--- src/rtl/dmem_arbiter.sv ---
// Data-memory port arbiter between the core and a UART loader; UART wins, the core stalls.
// Define DMEM_ARB_FAIRNESS_EN to add a forced core slot after BURST_MAX stalled UART cycles.
module dmem_arbiter #(
  parameter int unsigned WORD_LEN  = 32,
  parameter int unsigned BURST_MAX = 4
) (
  input  logic                clk,
  input  logic                rst_n,
  input  logic                core_req,
  input  logic                wen_core,
  input  logic [WORD_LEN-1:0] addr_d_core,
  input  logic [WORD_LEN-1:0] wdata_core,
  input  logic                intr,
  input  logic [WORD_LEN-1:0] addr_d_uart,
  input  logic [WORD_LEN-1:0] wdata_uart,
  output logic                wen_mem,
  output logic [WORD_LEN-1:0] addr_d_mem,
  output logic [WORD_LEN-1:0] wdata_mem,
  output logic                gnt_uart,
  output logic                stall_core
);

  if (BURST_MAX < 2 || BURST_MAX > 15) begin : g_burst_range
    $error("dmem_arbiter: BURST_MAX must be within 2..15");
  end

`ifdef DMEM_ARB_FAIRNESS_EN
  typedef enum logic [1:0] {
    CORE = 2'd0,
    UART = 2'd1,
    SLOT = 2'd2
  } state_t;
`else
  typedef enum logic [1:0] {
    CORE = 2'd0,
    UART = 2'd1
  } state_t;
`endif

  state_t state;

`ifdef DMEM_ARB_FAIRNESS_EN
  localparam logic [3:0] BURST_LAST = 4'(BURST_MAX - 1);

  logic [3:0] burst_cnt;

  // intr falling is tested first so it always beats a pending slot
  always_ff @(posedge clk or negedge rst_n) begin
    if (!rst_n) begin
      state     <= CORE;
      burst_cnt <= '0;
    end else begin
      case (state)
        CORE: begin
          burst_cnt <= '0;
          if (intr) state <= UART;
        end
        UART: begin
          if (!intr) begin
            state     <= CORE;
            burst_cnt <= '0;
          end else if (core_req && burst_cnt == BURST_LAST) begin
            state     <= SLOT;
            burst_cnt <= '0;
          end else if (core_req) begin
            burst_cnt <= burst_cnt + 4'd1;
          end
        end
        SLOT: begin
          burst_cnt <= '0;
          state     <= intr ? UART : CORE;
        end
        default: begin
          state     <= CORE;
          burst_cnt <= '0;
        end
      endcase
    end
  end
`else
  always_ff @(posedge clk or negedge rst_n) begin
    if (!rst_n) begin
      state <= CORE;
    end else begin
      case (state)
        CORE:    if (intr) state <= UART;
        UART:    if (!intr) state <= CORE;
        default: state <= CORE;
      endcase
    end
  end
`endif

  // Reset gating keeps the write enable and grant low for the whole reset window.
  always_comb begin
    wen_mem    = wen_core & core_req;
    addr_d_mem = addr_d_core;
    wdata_mem  = wdata_core;
    gnt_uart   = 1'b0;
    stall_core = 1'b0;
    if (state == UART) begin
      wen_mem    = 1'b1;
      addr_d_mem = addr_d_uart;
      wdata_mem  = wdata_uart;
      gnt_uart   = 1'b1;
      stall_core = core_req;
    end
    if (!rst_n) begin
      wen_mem    = 1'b0;
      gnt_uart   = 1'b0;
      stall_core = 1'b0;
    end
  end

endmodule

--- config.mk ---
export PLATFORM = sky130hd
export DESIGN_NAME = dmem_arbiter
export DESIGN_NICKNAME = d
export VERILOG_FILES = /design/src/rtl/dmem_arbiter.sv
export SDC_FILE = /design/constraint.sdc
export NUM_CORES = 1
export LEC_CHECK = 0
export ABC_AREA = 1
export BUFFER_PORTS_ARGS = -buffer_cell sky130_fd_sc_hd__buf_4
export CAP_MARGIN = 20
export CORE_ASPECT_RATIO = 1.25
export CORE_MARGIN = 10
export CORE_UTILIZATION = 25
export DETAILED_ROUTE_END_ITERATION = 10
export PLACE_DENSITY = 0.87
export SYNTH_ARGS = -nofsm -noshare
export SYNTH_HDL_FRONTEND = slang
export SYNTH_SLANG_ARGS = --single-unit
--- constraint.sdc ---
create_clock -name clk -period 2.08 [get_ports clk]
set_input_delay 0 -clock clk [delete_from_list [all_inputs] [get_ports clk]]
set_output_delay 0 -clock clk [all_outputs]
set_load 0.05 [all_outputs]
# After elaboration in Yosys (flattened, before gate mapping)
# Index checks and enable logic that the tools add are counted.
[classes]
bitwise = 1
reduce_logical = 2
eq_ne = 3
mux = 11
[ops]
columns = ["operator", "count"]
rows = [
  ["$mux W32", 2],
  ["$mux W1", 6],
  ["$mux W2", 2],
  ["$ne A2 B2 Y1 const B", 2],
  ["$pmux W2 S2", 1],
  ["$eq A2 B1 Y1 const B", 1],
  ["$logic_not A2 Y1", 1],
  ["$reduce_and A2 Y1", 1],
  ["$and A1 B1 Y1", 1],
]
[totals]
reg_bits = 2
inputBits = 133

# Longest topological paths before layout
# Gate-level depths: netlist of run 1.
[depth]
depth_word = 3
mapped_depth = 4

# Worst setup path before layout of run 1
# No wires, ideal clock.
[synth_timing]
kind = "reg-to-output"
from = "reg state[0]"
to = "out stall_core"
arrival_ns = 1.246
setup_slack_ns = 0.834
stages_incl_launch_ff = 4
t_required_ns = 2.080
path_cell_list = "dfrtp_1 -> buf_6 -> nand2_1 -> nor2_1"
[synth_via]
elab_chain_cells = 3
[synth_lines]
columns = ["element", "line", "rtl"]
rows = [
  ["start, declared", "40", "state_t state;"],
  ["start signal, assigned", "83", "state <= CORE;"],
  ["start signal, assigned", "86", "CORE: if (intr) state <= UART;"],
  ["start signal, assigned", "87", "UART: if (!intr) state <= CORE;"],
  ["$eq A2 B1 Y1", "101", "if (state == UART) begin"],
  ["$mux W1", "101", ""],
  ["$mux W1", "108", "if (!rst_n) begin"],
  ["end, declared", "20", "output logic stall_core"],
]
# No other way between the ends.

# Worst setup path after layout of run 1
[layout_timing]
from = "reg state[0]"
to = "out addr_d_mem[5]"
[layout_via]
elab_chain_cells = 2
[layout_lines]
columns = ["element", "line", "rtl"]
rows = [
  ["$eq A2 B1 Y1", "101", ""],
  ["$mux W32", "101", ""],
  ["end, declared", "17", "output logic [WORD_LEN-1:0] addr_d_mem,"],
]
# No other way between the ends.

==> flow_summary.yaml, run 1 <==
status:
  status: "finished clean"
route:
  drt-vias-per-instance: 4.40
  wl_per_cell_um: 15.0
  vias: 1939
  drt_wl_total_um: 6610
  drtIter0Drc: 123
  post-route-drc-count: 0
  dr.pass1.iters: 4
  ant_nets: 0
yosys:
  ys_ff_latch: 1
  syn-num-nets: 347
  synth.avg_cell_area_um2: 4.11
  synth_top_area_share: 0.828
  synthCells: 214
  synth_seq_area_share: 0.0284
  synth.distinct_cells: 9
  ys_top_cells_by_area: "nand2_1, buf_6, buf_2, dfrtp_1, inv_1"
  synthesis.area_um2: 880
  yosysWarnings: 0
  synth_top_cell_by_area: "nand2_1"
placed_design:
  place_ws_ns: 0.708
  postPlaceCellArea_mm2: 0.00236
  numPortBuffers: 199
  routabilityCongestion: 0.906
  place_hpwl_um: 5780
  dp_cells: 440
clock_network:
  postCtsSetupRepairBufs: 0
  cts_resized: 0
  cts_hold_buf: 1
  path_clk_slew_ns: 0
timing:
  post-route-period-util: 0.657
  period_minus_slack_ns: 1.37
  final_max_slew_viol_count: 0
  fin_ws_ns: 0.713
  setup_tns_ns: 0
  rsz0062_at_grt: "no"
  fmax_ghz: 0.732
  worst_pin_slew_ns: 0.461
  hold_violations: 0
  setup_viol: 0
  hold-worst-slack_ns: 0.110
  slew_headroom: 0.693
cells_and_area:
  diodes: 0
  top_regs: "state (1)"
  stdcell_area_mm2: 0.00237
  area_growth_pct: 169
  final_net_count: 537
  regMostFlops: "state"
  largest_reg_flops: 1
  final_cells: 441
  final_layout_size_suffix_gt1_frac: 0.505
pwr:
  p_per_area_mw_per_mm2: 376
  cellLeakagePower_nw: 1.59
  vdd_drop_max_v: 0.000274
worst_setup_path:
  setup.worst_path.start: "state[0]$_DFFE_PN0P_"
  crit_type: "register to output pin"
  worst_ep_arrival_time_ns: 1.37
  worst-path-max-fanout: 64
  cp-endpoint: "addr_d_mem[5]"
  start_kind: "register"
  cp-end-kind: "output pin"
  critPathRequiredTime_ns: 2.08
grt:
  grt_max_degree: 65
  grt_usage: 0.181
  gr-total-overflow: 0
  grt_pass1_vias: 1925
  antenna_found_initial: 0
  grt_pass1_wl_um: 9390
die:
  core_mm2: 0.00345
  num_rows: 24
  chipWidth_um: 73.1
  initial_utilization: 0.255
  die_area_mm2: 0.00631
  ios: 200
  die_y_um: 86.3
worst_hold_path:
  hold_class: "input pin to register"
  hold_depth: 1
flow_run:
  max_cap_viol_count: 0
==> cells in the mapped netlist (all sizes together) <==
cell type / n
nand3: 1
nand2: 194
inv: 3
nor2: 1
dfrtp: 1
clkbuf: 1
buf: 13
==> power breakdown <==
part	leakage [nW]	switching, W	total (W)	internal, W
Sequential	0.0107	0.00000762	0.0000285	0.0000209
Clock	0	0	0	0
Combinational	1.58	0.000528	0.000861	0.000333
Total	1.59	0.000536	0.000890	0.000354
==> area by class of cell <==
type	count	area [µm²]
Sequential cell	1	26.3
Timing Repair Buffer	202	1540
Fill cell	317	1090
Inverter	3	11.3
Multi-Input combinational cell	196	737
Tap cell	39	48.8
==> stage by stage <==
| stage | utilization | power [W] |
|---|---|---|
| floorplan | - | 0.000521 |
| global placement | 0.683 | 0.000886 |
| detailed placement | 0.683 | 0.000893 |
| CTS | 0.686 | 0.000896 |
| global route | 0.686 | 0.000939 |
| finish | 0.686 | 0.000890 |
==> worst min-delay path by stage <==
| stage | slack (ns) | from | endpoint |
|---|---|---|---|
| 3_5_place_dp | -0.21 | rst_n | state[0]$_DFFE_PN0P_ |
| 3_3_place_gp | -0.21 | rst_n | state[0]$_DFFE_PN0P_ |
| 6_report | 0.11 | intr | state[0]$_DFFE_PN0P_ |
| 5_1_grt | 0.12 | intr | state[0]$_DFFE_PN0P_ |
| 2_1_floorplan | -0.30 | rst_n | state[0]$_DFFE_PN0P_ |
| 4_1_cts | 0.11 | intr | state[0]$_DFFE_PN0P_ |
==> per-layer routing <==
| layer | routed length [µm] | part of all wire | global-route usage | vias up |
|---|---|---|---|---|
| met1 | 2050 | 0.31 | 0.151 | 824 |
| met4 | 47 | 0.0071 | 0.0121 | 0 |
| li1 | - | - | - | 1003 |
| met2 | 3550 | 0.54 | 0.361 | 108 |
| met3 | 967 | 0.15 | 0.108 | 4 |
| met5 | 0 | 0 | 0 | - |
==> worst max-delay path, cell delays in order, from the launching register on <==
cell     delay, ns
dfrtp_2       0.56
inv_2         0.13
buf_12        0.26
nand2_1       0.13
nand2_1       0.08
buf_4         0.19
==> cell usage in the layout, fill, tap and decap left out <==
cell	instances
dlygate4sd3_1	1
inv_1	2
nand2_1	194
nand3_1	1
inv_2	1
nor2_1	1
buf_4	199
dfrtp_2	1
buf_12	2
==> cell families (layout without fill, tap and decap cells) <==
kind of cell	count (synthesis)	after routing	synth area share
buf+inv	17	205	0.134
flops	1	1	0.0284
simple gates	196	196	0.838
Note: power is estimated with default switching activity, not from simulation.
==> run 2: changes to the inputs <==
==> config.mk (replaced) <==
export PLATFORM = sky130hd
export DESIGN_NAME = dmem_arbiter
export DESIGN_NICKNAME = d
export VERILOG_FILES = /design/src/rtl/dmem_arbiter.sv
export SDC_FILE = /design/constraint.sdc
export NUM_CORES = 1
export LEC_CHECK = 0
export ABC_AREA = 0
export BUFFER_PORTS_ARGS = -buffer_cell sky130_fd_sc_hd__buf_4
export CAP_MARGIN = 20
export CORE_ASPECT_RATIO = 1.25
export CORE_MARGIN = 10
export CORE_UTILIZATION = 21
export DETAILED_ROUTE_END_ITERATION = 10
export PLACE_DENSITY = 0.76
export SYNTH_ARGS = -nofsm -noshare
export SYNTH_HDL_FRONTEND = slang
export SYNTH_SLANG_ARGS = --single-unit
==> constraint.sdc (replaced) <==
create_clock -name clk -period 1.2 [get_ports clk]
set_input_delay 0 -clock clk [delete_from_list [all_inputs] [get_ports clk]]
set_output_delay 0 -clock clk [all_outputs]
set_load 0.05 [all_outputs]
==> run 2 against run 1 <==
  * The run now ends with negative setup slack left
  * Worst setup slack got worse by 0.72 ns
  * Via count decreased by 23%
  * Synthesized area increased by 3.3%
  * Final cell count decreased by 25%
  * Synthesized cell count decreased by 64%
  * Critical path depth decreased by 1
  * Critical path type unchanged
  * Critical endpoint is now addr_d_mem[24]
==> flow_summary.yaml, run 2 <==
route:
  dr.pass1.iters: 4
  drt_wl_total_um: 7380
  post-route-drc-count: 0
  drt-vias-per-instance: 4.48
  ant_nets: 0
  drtIter0Drc: 11
  wl_per_cell_um: 22.2
  vias: 1488
die:
  die_area_mm2: 0.00737
  chipWidth_um: 78.8
  core_mm2: 0.00413
  initial_utilization: 0.220
  num_rows: 26
  die_y_um: 93.5
  ios: 200
cells_and_area:
  area_growth_pct: 202
  final_common_cell: "buf_4"
  top_regs: "state (1)"
  n_fill_cell: 306
  final_util: 0.663
  largest_reg_flops: 1
  diodes: 0
  final_layout_size_suffix_gt1_frac: 0.967
  final_net_count: 411
  final_cell_mix: "buf_4, buf_6, mux2_2"
  regMostFlops: "state"
yosys:
  synth.avg_cell_area_um2: 11.8
  ys_dominant_reg_cell: "dfrtp_1"
  ys_top_cells_by_area: "mux2_2, mux2_4, mux2_1, buf_6, dfrtp_1"
  synthesis.area_um2: 908
  synth_common_cells: "mux2_2, mux2_4, mux2_1"
  ys_ff_latch: 1
  yosysWarnings: 0
  synth_seq_area_share: 0.0275
  syn-num-nets: 210
  synth_enable_flop_cells: 0
  synth.distinct_cells: 11
  synth-async-reset-ratio: 1.00
  synth_top_cell_by_area: "mux2_2"
  synthCells: 77
  synth_top_area_share: 0.459
  synth.most_common_cell: "mux2_2"
timing:
  final_max_slew_viol_count: 0
  post-route-period-util: 1.00
  rsz0062_at_grt: "yes"
  fin_ws_ns: -0.00196
  setup_viol: 1
  slew_headroom: 0.902
  worst_pin_slew_ns: 0.147
  period_minus_slack_ns: 1.20
  hold_violations: 0
  fmax_ghz: 0.832
grt:
  grt_usage: 0.164
  met3_usage: 0.0900
  antenna_found_initial: 0
  grt_busiest_layer: "met2"
  grt_pass1_wl_um: 9730
  grt_pass1_vias: 1707
  grtUsageMet2: 0.332
  gr-total-overflow: 0
  grt_max_degree: 35
  grt_use_met1: 0.146
pwr:
  p_per_area_mw_per_mm2: 634
  cellLeakagePower_nw: 1.45
  power_w: 0.00174
  vdd_drop_max_v: 0.000340
status:
  status: "finished, violations left"
  violations: "negative setup slack"
worst_setup_path:
  start_kind: "register"
  cp-end-kind: "output pin"
  setup.worst_path.start: "state[0]$_DFFE_PN0P_"
  worst_ep_arrival_time_ns: 1.20
  worst-path-max-fanout: 9
  critPathRequiredTime_ns: 1.20
  crit_type: "register to output pin"
placed_design:
  numPortBuffers: 199
  place_hpwl_um: 6170
  routabilityCongestion: 0.800
flow_run:
  max_cap_viol_count: 0
clock_network:
  path_clk_slew_ns: 0
worst_hold_path:
  hold_class: "input pin to register"
  hold_start: "intr"
[run 2: layer usage]
layer  vias up  part of all wire  wire length [µm]
li1        690                 -                 -
met1       673              0.30              2220
met2       123              0.55              4050
met3         2              0.15              1090
met4         0            0.0033                24
met5         -                 0                 0
[run 2: area by class of cell]
class                      instances  area [µm²]  area share
multi-input combinational         68         830       0.303
timing repair buffer             207        1810       0.662
sequential                         1        26.3     0.00959
tap                               56        70.1      0.0256
[run 2: path summary, 6_finish.rpt]
path	depth (start not counted)	to	slack, ns
max in group asynchronous	2	state[0]$_DFFE_PN0P_	0.76
min	1	state[0]$_DFFE_PN0P_	0.12
max	4	addr_d_mem[24]	-0.002
min in group asynchronous	2	state[0]$_DFFE_PN0P_	0.34
[run 2: where the power goes]
part	internal, W	switching (W)
clock network	0	0
logic	0.000792	0.000907
registers	0.0000364	0.00000137
total	0.000829	0.000908
[run 2: through the flow]
step | cells | area [µm²] | TNS (ns) | worst slack (ns) | hold WS [ns]
after global routing | 332 | 2740 | -0.0392 | -0.0183 | 0.125
final | 332 | 2740 | -0.00196 | -0.00196 | 0.121
after detailed placement | 326 | 2450 | -0.0443 | -0.0178 | -0.212
after global placement | 326 | 2450 | 0 | 0.0104 | -0.213
after floorplan | 77 | 911 | 0 | 0.0358 | -0.296
after CTS | 327 | 2500 | 0 | 0.000258 | 0.123
[run 2: cell families (layout without fill, tap and decap cells)]
group,count (synthesis),after routing,synth area share
buffers and inverters,8,207,0.0702
flip-flops,1,1,0.0275
AO/OA/AOI/OAI,1,1,0.00550
AND/OR/NAND/NOR,3,3,0.0207
multiplexers,64,64,0.876
[run 2: worst max-delay path, stage by stage, from the launching register on]
cell and delay (ns):
dfrtp_2 0.39, buf_12 0.15, clkbuf_16 0.16, mux2_1 0.33, buf_6 0.17
[run 2: timing repair]
action | in CTS | in global routing
gates cloned | 0 | 4
buffers inserted | 0 | 1
hold buffers | 1 | 0
gates resized for setup | 11 | 39
hold endpoints to repair | 1 | 0
setup endpoints to repair | 11 | 31
==> run 3: changes to the inputs <==
==> config.mk (replaced) <==
export PLATFORM = sky130hd
export DESIGN_NAME = dmem_arbiter
export DESIGN_NICKNAME = d
export VERILOG_FILES = /design/src/rtl/dmem_arbiter.sv
export SDC_FILE = /design/constraint.sdc
export NUM_CORES = 1
export LEC_CHECK = 0
export ABC_AREA = 0
export BUFFER_PORTS_ARGS = -buffer_cell sky130_fd_sc_hd__buf_2
export CAP_MARGIN = 20
export CORE_AREA = 2 2 78 80
export DETAILED_ROUTE_END_ITERATION = 10
export DIE_AREA = 0 0 80 82
export SYNTH_ARGS = -nofsm -noshare
export SYNTH_HDL_FRONTEND = slang
export SYNTH_SLANG_ARGS = --single-unit
==> run 3 against run 2 <==
  * The flow still finishes with violations (negative setup slack)
  * Final cell count increased by 4.2%
  * Power is 18% lower
  * Via count shrank 7.6%
  * Die area shrank 11%
  * First-iteration DRC count is 45% higher
  * Maximum frequency up 0.13%
  * Routed wire length fell by 42%
  * Core utilization decreased by 29 points
  * Design area shrank 22%
  * Worst hold slack got worse by 0.0038 ns
==> flow_summary.yaml, run 3 (synthesis results as in run 2) <==
grt:
  gr-total-overflow: 0
  grt_max_degree: 37
  grt_pass1_vias: 1165
  antenna_found_initial: 0
  grt_usage: 0.0964
  grt_pass1_wl_um: 5170
cells_and_area:
  diodes: 0
  largest_reg_flops: 1
  final_net_count: 406
  final_common_cell: "buf_2"
  top_regs: "state (1)"
  n_fill_cell: 586
  final_cell_mix: "buf_2, mux2_2, buf_6"
  regMostFlops: "state"
  final_layout_size_suffix_gt1_frac: 0.959
  stdcell_area_mm2: 0.00214
  area_growth_pct: 136
route:
  wl_per_cell_um: 12.4
  drtIter0Drc: 16
  dr.pass1.iters: 4
  drt-vias-per-instance: 3.97
  vias: 1375
  drt_wl_total_um: 4280
  ant_nets: 0
  post-route-drc-count: 0
pwr:
  vdd_drop_max_v: 0.000341
  p_per_area_mw_per_mm2: 665
  cellLeakagePower_nw: 1.22
  power_w: 0.00142
timing:
  final_max_slew_viol_count: 0
  slew_headroom: 0.828
  hold_violations: 0
  post-route-period-util: 1.00
  setup_viol: 1
  worst_pin_slew_ns: 0.259
  setup_tns_ns: -0.000361
  fmax_ghz: 0.833
  rsz0062_at_grt: "yes"
  fin_ws_ns: -0.000361
  period_minus_slack_ns: 1.20
placed_design:
  place_ws_ns: -0.0258
  postPlaceCellArea_mm2: 0.00198
  numPortBuffers: 199
  place_hpwl_um: 3600
  routabilityCongestion: 0.684
die:
  initial_utilization: 0.158
  die_area_mm2: 0.00656
  num_rows: 28
  ios: 200
  chipWidth_um: 80
  die_y_um: 82
  core_mm2: 0.00575
worst_setup_path:
  worst_ep_arrival_time_ns: 1.20
  crit_type: "register to output pin"
  critPathRequiredTime_ns: 1.20
  cp-end-kind: "output pin"
  cp_slowest_cell: "dfrtp_2"
  worst-path-max-fanout: 36
  crit_chain: "buf_12, mux2_2, buf_4"
  crit_path_max_incr_delay_ns: 0.38
  crit_family: "buffers and inverters"
  critPathBufInv: 2
  start_kind: "register"
status:
  violations: "negative setup slack"
  status: "finished, violations left"
flow_run:
  max_cap_viol_count: 0
clock_network:
  path_clk_slew_ns: 0
  postCtsSetupRepairBufs: 0
worst_hold_path:
  hold_class: "input pin to register"
[run 3: changes by cell type in the layout (fill, tap and decap cells not counted)]
cell       before  now
clkbuf_16       2    0
mux2_4         22   20
buf_12          3    2
buf_6          49   24
buf_2           0  174
buf_4         152    1
mux2_1          5    7
[run 3: power by group]
group	switching, W	internal (W)	total, W
clock network	0	0	0
registers	0.00000272	0.0000364	0.0000391
logic	0.000845	0.000539	0.00138
[run 3: path summary, 6_finish.rpt]
| kind | slack, ns | cells after the start | end | from |
|---|---|---|---|---|
| max in group asynchronous | 0.75 | 2 | state[0]$_DFFE_PN0P_ | rst_n |
| min in group asynchronous | 0.33 | 2 | state[0]$_DFFE_PN0P_ | rst_n |
| hold / removal | 0.12 | 1 | state[0]$_DFFE_PN0P_ | intr |
| setup / recovery | -0.0004 | 3 | wdata_mem[5] | state[0]$_DFFE_PN0P_ |
[run 3: per-layer routing]
metal,part of all wire,vias up,track usage
met4,0,0,0
met3,0.14,0,0.0242
met5,0,-,0
met1,0.33,582,0.103
li1,-,677,-
met2,0.52,116,0.200
[run 3: through the flow]
stage	hold slack, ns	utilization	cells
2_1_floorplan	-0.296	-	77
3_3_place_gp	-0.196	0.344	345
3_5_place_dp	-0.195	0.344	345
4_1_cts	0.121	0.358	346
5_1_grt	0.127	0.373	346
6_report	0.117	0.373	346
[run 3: layout make-up]
cell class	count	area [µm²]	area share
flip-flops and latches	1	26.3	0.0123
multi-input cells	68	822	0.384
well taps	75	93.8	0.0438
repair buffers	202	1200	0.560
[run 3: timing repair]
| item | in CTS | in global routing |
|---|---|---|
| hold endpoints to repair | 1 | 0 |
| hold buffers | 1 | 0 |
| resized for setup | 27 | 22 |
| endpoints found under the setup margin | 25 | 34 |
